[src/rtl/qea_state_reader.sv]
// State-RAM read-back engine: sweeps every state RAM row after a QEA run and streams
// each lane out as a single amplitude tagged with its basis-state index.
module qea_state_reader #(
  parameter int unsigned PE_NUM_WIDTH     = 2,
  parameter int unsigned PE_NUM           = 4,
  parameter int unsigned DATA_WIDTH       = 32,
  parameter int unsigned STATE_DATA_WIDTH = DATA_WIDTH * 2,
  parameter int unsigned STATE_ADDR_WIDTH = 16,
  parameter int unsigned MAX_QBIT_WIDTH   = 6,
  parameter int unsigned RD_LATENCY       = 1
) (
  input  logic                                 clk,
  input  logic                                 rst,
  input  logic                                 i_start,
  input  logic [MAX_QBIT_WIDTH-1:0]            i_qbit_num,
  input  logic                                 i_complete,
  output logic [PE_NUM-1:0]                    o_state_ena,
  output logic [PE_NUM-1:0]                    o_state_wea,
  output logic [STATE_ADDR_WIDTH-1:0]          o_state_addra,
  input  logic [PE_NUM*STATE_DATA_WIDTH-1:0]   i_state_dout,
  output logic                                 o_amp_valid,
  input  logic                                 i_amp_ready,
  output logic [STATE_DATA_WIDTH-1:0]          o_amp_data,
  output logic [MAX_QBIT_WIDTH-1:0]            o_amp_idx,
  output logic                                 o_amp_last,
  output logic                                 o_busy,
  output logic                                 o_done
);

  localparam int unsigned WaitW = (RD_LATENCY > 1) ? $clog2(RD_LATENCY) : 1;
  localparam logic [WaitW-1:0] WaitLast = WaitW'(RD_LATENCY - 1);
  localparam logic [MAX_QBIT_WIDTH-1:0] PeNumW = MAX_QBIT_WIDTH'(PE_NUM_WIDTH);

  typedef enum logic [2:0] {StIdle, StWaitCpl, StReq, StWait, StSend, StDone} state_e;

  state_e                              state_q, state_d;
  logic [MAX_QBIT_WIDTH-1:0]           n_q, n_d;
  logic [STATE_ADDR_WIDTH-1:0]         row_q, row_d;
  logic [STATE_ADDR_WIDTH-1:0]         addr_q, addr_d;
  logic [PE_NUM_WIDTH-1:0]             lane_q, lane_d;
  logic [MAX_QBIT_WIDTH-1:0]           idx_q, idx_d;
  logic [WaitW-1:0]                    wcnt_q, wcnt_d;
  logic [PE_NUM*STATE_DATA_WIDTH-1:0]  line_q, line_d;

  logic [STATE_ADDR_WIDTH-1:0]         last_row;
  logic [PE_NUM_WIDTH-1:0]             last_lane;
  logic                                lane_end, row_end;

  // Fewer than PE_NUM amplitudes in total means a single, partially used row.
  always_comb begin
    if (n_q >= PeNumW) begin
      last_lane = '1;
      last_row  = STATE_ADDR_WIDTH'((64'd1 << (n_q - PeNumW)) - 64'd1);
    end else begin
      last_lane = PE_NUM_WIDTH'((32'd1 << n_q) - 32'd1);
      last_row  = '0;
    end
  end

  assign lane_end = (lane_q == last_lane);
  assign row_end  = (row_q == last_row);

  always_comb begin
    state_d = state_q;
    n_d     = n_q;
    row_d   = row_q;
    addr_d  = addr_q;
    lane_d  = lane_q;
    idx_d   = idx_q;
    wcnt_d  = wcnt_q;
    line_d  = line_q;
    unique case (state_q)
      StIdle: begin
        if (i_start) begin
          state_d = StWaitCpl;
          n_d     = i_qbit_num;
          row_d   = '0;
          idx_d   = '0;
        end
      end
      StWaitCpl: begin
        if (i_complete) state_d = StReq;
      end
      StReq: begin
        state_d = StWait;
        wcnt_d  = '0;
      end
      StWait: begin
        if (wcnt_q == WaitLast) begin
          line_d  = i_state_dout;
          lane_d  = '0;
          state_d = StSend;
        end else begin
          wcnt_d = wcnt_q + WaitW'(1);
        end
      end
      StSend: begin
        if (i_amp_ready) begin
          lane_d = lane_q + PE_NUM_WIDTH'(1);
          idx_d  = idx_q + MAX_QBIT_WIDTH'(1);
          if (lane_end) begin
            if (row_end) begin
              state_d = StDone;
            end else begin
              row_d   = row_q + STATE_ADDR_WIDTH'(1);
              state_d = StReq;
            end
          end
        end
      end
      StDone: state_d = StIdle;
      default: state_d = StIdle;
    endcase
    // Address only moves on entry to a request so it holds between requests.
    if (state_d == StReq) addr_d = row_d;
  end

  always_ff @(posedge clk or posedge rst) begin
    if (rst) begin
      state_q <= StIdle;
      n_q     <= '0;
      row_q   <= '0;
      addr_q  <= '0;
      lane_q  <= '0;
      idx_q   <= '0;
      wcnt_q  <= '0;
      line_q  <= '0;
    end else begin
      state_q <= state_d;
      n_q     <= n_d;
      row_q   <= row_d;
      addr_q  <= addr_d;
      lane_q  <= lane_d;
      idx_q   <= idx_d;
      wcnt_q  <= wcnt_d;
      line_q  <= line_d;
    end
  end

  // Lane 0 is the most significant slice of the row.
  always_comb begin
    o_amp_data = '0;
    for (int p = 0; p < PE_NUM; p++) begin
      if (lane_q == PE_NUM_WIDTH'(p)) begin
        o_amp_data = line_q[(PE_NUM-p)*STATE_DATA_WIDTH-1 -: STATE_DATA_WIDTH];
      end
    end
  end

  assign o_state_ena   = {PE_NUM{state_q == StReq}};
  assign o_state_wea   = '0;
  assign o_state_addra = addr_q;
  assign o_amp_valid   = (state_q == StSend);
  assign o_amp_idx     = idx_q;
  assign o_amp_last    = (state_q == StSend) && lane_end && row_end;
  assign o_busy        = (state_q != StIdle);
  assign o_done        = (state_q == StDone);

endmodule

[config.mk]
export PLATFORM = sky130hd
export DESIGN_NAME = qea_state_reader
export DESIGN_NICKNAME = d
export VERILOG_FILES = /design/src/rtl/qea_state_reader.sv
export SDC_FILE = /design/constraint.sdc
export NUM_CORES = 1
export LEC_CHECK = 0
export BUFFER_PORTS_ARGS = -buffer_cell sky130_fd_sc_hd__buf_2
export CORE_ASPECT_RATIO = 0.9
export CORE_UTILIZATION = 54
export DETAILED_ROUTE_END_ITERATION = 8
export PLACE_DENSITY = 0.83
export SYNTH_ARGS = -nofsm -noshare
export SYNTH_HDL_FRONTEND = slang
export SYNTH_SLANG_ARGS = --single-unit
[constraint.sdc]
create_clock -name clk -period 10.25 [get_ports clk]
set_input_delay 0.5125 -clock clk [delete_from_list [all_inputs] [get_ports clk]]
set_output_delay 0.5125 -clock clk [all_outputs]
set_load 0.005 [all_outputs]
# Word level (Yosys, flattened, before mapping)

Index checks and enable logic that the tools add are counted.

Output and inout port bits: 98
Register bits after elaboration: 306
Input bits: 267
Logic and storage cells: 71

Add/sub/neg operators: 7
Order comparisons: 1
Shift operators: 2
Equal/unequal tests: 14
Bitwise logic cells: 1
Reductions and logical operators: 12
Multiplexer cells: 26

Operators with widths:

| cell                                                                                 | number |
|---|---|
| 64-bit 2-to-1 mux                                                                    | 4 |
| 16-bit 2-to-1 mux                                                                    | 5 |
| 16-bit case mux with 2 select lines                                                  | 1 |
| 3-bit 2-to-1 mux                                                                     | 6 |
| 16-bit by 1-bit adder with 16-bit output (second input constant)                     | 1 |
| 16-bit == test                                                                       | 1 |
| 1-bit by 6-bit << shifter with 16-bit output (first input constant)                  | 1 |
| 16-bit by 1-bit subtractor with 16-bit output (second input constant)                | 1 |
| 3-bit case mux with 5 select lines                                                   | 1 |
| 6-bit 2-to-1 mux                                                                     | 2 |
| 6-bit case mux with 2 select lines                                                   | 1 |
| 3-bit by 2-bit == test with 1-bit output (second input constant)                     | 3 |
| 6-bit by 1-bit adder with 6-bit output (second input constant)                       | 1 |
| 3-bit == test (second input constant)                                                | 2 |
| 6-bit by 2-bit greater-or-equal comparator with 1-bit output (second input constant) | 1 |
| 2-bit 2-to-1 mux                                                                     | 3 |
| 3-bit AND reduction                                                                  | 2 |
| 2-bit nonzero test                                                                   | 3 |
| 1-bit by 6-bit << shifter with 2-bit output (first input constant)                   | 1 |
| 6-bit by 2-bit subtractor with 6-bit output (second input constant)                  | 1 |
| 2-bit == test (second input constant)                                                | 2 |
| 2-bit != test (second input constant)                                                | 2 |
| 2-bit case mux with 2 select lines                                                   | 1 |
| 2-bit AND reduction                                                                  | 2 |
| other kinds (14)                                                                     | 15 |

# Logic depth before layout (Yosys ltp)

Depth in word-level cells: 10
Gate-level depth with buffers: 21
Depth with buffers taken out: 17

# Worst setup path after synthesis

No wires, ideal clock.

Path type: register to output
From: register n_q[1]
To: output o_amp_last
Path slack: 5.710 ns
Buffers on the path: 4
Cell stages (with the launch flop): 20
Data required time: 9.738 ns
Arrival: 4.028 ns
Path through: dfrtp_1 > buf_6 > inv_1 > ha_1 > clkbuf_1 > nand2_1 > nor2_1 > nand2_1 > ha_1 > clkbuf_1 > and2_1 > a22oi_1 > nor3_1 > a2111oi_2 > o2111ai_1 > nor4_2 > nand4_2 > buf_2 > or2_2 > nor3_1

Cells in the longest elaborated chain, start to end: 6
Elaborated cells on any way between the ends: 12
Those cells by class: 3 x add/sub; 1 x order compare; 2 x eq/ne; 2 x shift; 2 x mux; 2 x reduce/logical

RTL lines:

| item                                                                                                        | RTL line | source |
|---|---|---|
| from (decl)                                                                                                 | 37       | `logic [MAX_QBIT_WIDTH-1:0] n_q, n_d;` |
| from (signal assigned)                                                                                      | 130      | `n_q <= n_d;` |
| 6-bit by 2-bit subtractor with 6-bit output or 1-bit by 6-bit << shifter with 2-bit output (tied branches)  | 53, 55   |  |
| 1-bit by 6-bit << shifter with 16-bit output or 2-bit by 1-bit subtractor with 2-bit output (tied branches) | 53, 55   |  |
| 16-bit by 1-bit subtractor with 16-bit output or 2-bit 2-to-1 mux (tied branches)                           | 53, 51   |  |
| 16-bit 2-to-1 mux or 2-bit == test (tied branches)                                                          | 51, 60   |  |
| 16-bit == test or 1-bit logical AND (tied branches)                                                         | 61, 155  |  |
| 1-bit logical AND (*)                                                                                       | 155      | `assign o_amp_last = (state_q == StSend) && lane_end && row_end;` |
| to (decl)                                                                                                   | 25       | `output logic o_amp_last,` |

Mark *: on every way between the ends. The rest lies on a longest branch, timed or not.

# Worst setup path in the final report

Ends and elaborated chain as after synthesis.

==> impl_metrics.ini <==
[place]
place_congestion = 0.9095
place_ws_ns = 4.666
port_buffers = 360
post-dp-hpwl_um = 27120

[sta]
finalSetupTns_ns = 0
hold_viol_final = 0
setup_ws_ns = 3.997
max_freq_ghz = 0.1599
relSlewSlack_pct = 29.37
tightest_slew_ns = 1.059
finalSetupViolCount = 0
min_period_ns = 6.253
finClkSkew_ns = 0.02570
rsz0062_at_grt = no
finalMaxSlewViolations = 0
post-route-period-util_pct = 61.00

[routing]
drt-wirelength-per-cell_um = 19.81
drc = 0
num_vias = 11410
routed_wl_um = 39620
drt_iter0_markers = 806
ant_nets = 0
drt-vias-per-instance = 5.703
dr.pass1.iters = 5

[final_layout]
fillers = 1985
syn_to_final_growth_pct = 20.63
drive_above_1_share_pct = 44.14
final_nets = 1882

[critical_path]
cp_max_fo = 18
cp.arrival_ns = 5.74
crit_required_ns = 9.74
path_class = flip-flop to primary output
startpoint_type = flip-flop
end_kind = primary output

[global_routing]
overflow = 0
grt_max_degree = 187
antenna_found_initial = 16
grt_pass1_vias = 11820
grt_pass1_wl_um = 61160
grtUsageTotal_pct = 27.80

[clocking]
clock_path_buffers = 3
cts_hold_buf = 0
numCtsBuffers = 31
clockRootBuffer = clkbuf_16
cts.sinks = 305
htree_levels = 1
cts_tree = yes
clock_latency_ns = 0.57
ctsResizeCount = 0
path_clk_slew_ns = 0.06
cts_setup_buffers = 0

[synth]
post-synth-top-count-cell = dfrtp_1
syn_area_sq_um = 14730
synth_edf_count = 0
yosysSeqAreaShare_pct = 51.82
synth_commonest_cells = dfrtp_1 (305), mux2_2 (262), nand2_1 (113)
synth_cells = 1306
ys_ff_latch = 305
syn_avg_cell_area_sq_um = 11.28
ys_warn_count = 0
ys.flop_type = dfrtp_1
ys_top_cells_by_area = dfrtp_1 (52%), mux2_2 (20%), a22oi_1 (3.4%), nand2_1 (2.9%), o21ai_0 (2.8%)
async_flop_share_pct = 100.0
yosysTopAreaCell = dfrtp_1
synth.top_cell.area_share_pct = 51.82
synth_cell_type_count = 69

[power]
leakagePower_nw = 8.256
peakVddDrop_v = 0.0002186
power_w = 0.005950
p_per_area_nw_per_um2 = 334.9

[die]
die-area_sq_um = 27940
io_pins = 365
rows = 56
core_sq_um = 26420
die_x_um = 176.1
start_util_pct = 55.76
die_h_um = 158.7

[worst_hold_path]
holdCritPathClass = input pin to async pin

[run_status]
outcome = complete, no violations

[flow_run]
maxCapViolations = 0
final timing paths:
check,start,to,slack (ns),depth (start not counted)
worst max-delay path,n_q[1],o_amp_last,4.00,16
min in group clk,i_qbit_num[4],n_q[4],0.16,3
max in group asynchronous,rst,line_q[141],7.98,4
worst min register to register,line_q[78],line_q[78],0.51,1
worst max register to register,n_q[1],o_state_addra[4],4.65,16
worst min-delay path,rst,o_amp_idx[4],0.06,2
flip-flops by register name, summed over array words and instances (netlist names):
register and flops:
n_q 6, row_q 16, state_q 3, o_state_addra 16, o_amp_idx 6, lane_q 2, line_q 256
report_power, final:
part	leakage, nW	internal [W]	switching [W]
registers	3.65	0.00176	0.000355
clock network	0.537	0.000684	0.000472
logic	4.07	0.00128	0.00140
total	8.26	0.00372	0.00223
area by class of cell:
cell class / instances / area [sq um] / share of cell area (%)
flip-flops and latches: 305 / 7632 / 42.96
multi-input cells: 883 / 6625 / 37.29
repair buffers: 369 / 1882 / 10.59
clock buffers: 47 / 985.9 / 5.550
clock inverters: 10 / 81.33 / 0.4578
diodes: 21 / 52.55 / 0.2958
well taps: 348 / 435.4 / 2.451
inverters: 17 / 71.32 / 0.4014
stage by stage:
step	cell area, sq um	util [%]	hold WS (ns)	instances
3_5_place_dp	16650	63.02	0.4935	1922
5_1_grt	17740	67.17	0.1465	1991
4_1_cts	17710	67.06	0.1255	1979
3_3_place_gp	16650	63.02	0.4763	1922
2_1_floorplan	14740	-	0.4603	1309
6_report	17770	67.26	0.06373	2000
routing by layer:
| layer | track usage, % | wire, um | vias up |
|---|---|---|---|
| li1 | - | - | 5293 |
| met1 | 33.91 | 15730 | 5591 |
| met2 | 46.51 | 19600 | 398 |
| met3 | 6.328 | 2488 | 120 |
| met4 | 14.16 | 1781 | 4 |
| met5 | 0 | 25 | - |
kinds of logic after synthesis:
family                   count (synthesis)  synth area share [%]
AND/OR/NAND/NOR                        290                 9.048
AO/OA/AOI/OAI                          283                 12.23
flip-flops                             305                 51.82
adder cells (fa/ha/maj)                  8                0.6797
XOR/XNOR                                11                0.6541
multiplexers                           287                 22.04
other                                    1               0.02546
buffers and inverters                  121                 3.509
critical path: stages, from the launching register on:
cell and delay (ns):
dfrtp_1 0.71, inv_1 0.23, ha_1 0.66, nand2_1 0.19, nor2_1 0.30, nand2_1 0.10, ha_1 0.36, and2_1 0.20
a22oi_1 0.17, nor3_1 0.08, a2111oi_2 0.35, o2111ai_1 0.19, nor4_2 0.34, nand4_2 0.46, or2_2 0.51, nor3_1 0.18
buf_2 0.16
placed cells by master (no fill, tap or decap), types with 21 or more instances in the layout:
| cell | instances |
|---|---|
| a22oi_1 | 67 |
| clkbuf_16 | 31 |
| mux2_2 | 262 |
| nand2_1 | 113 |
| buf_2 | 360 |
| nor2_1 | 92 |
| o21ai_0 | 83 |
| dfrtp_1 | 305 |
| a21oi_1 | 70 |
| diode_2 | 21 |
Power figures use the tool's default switching activity.
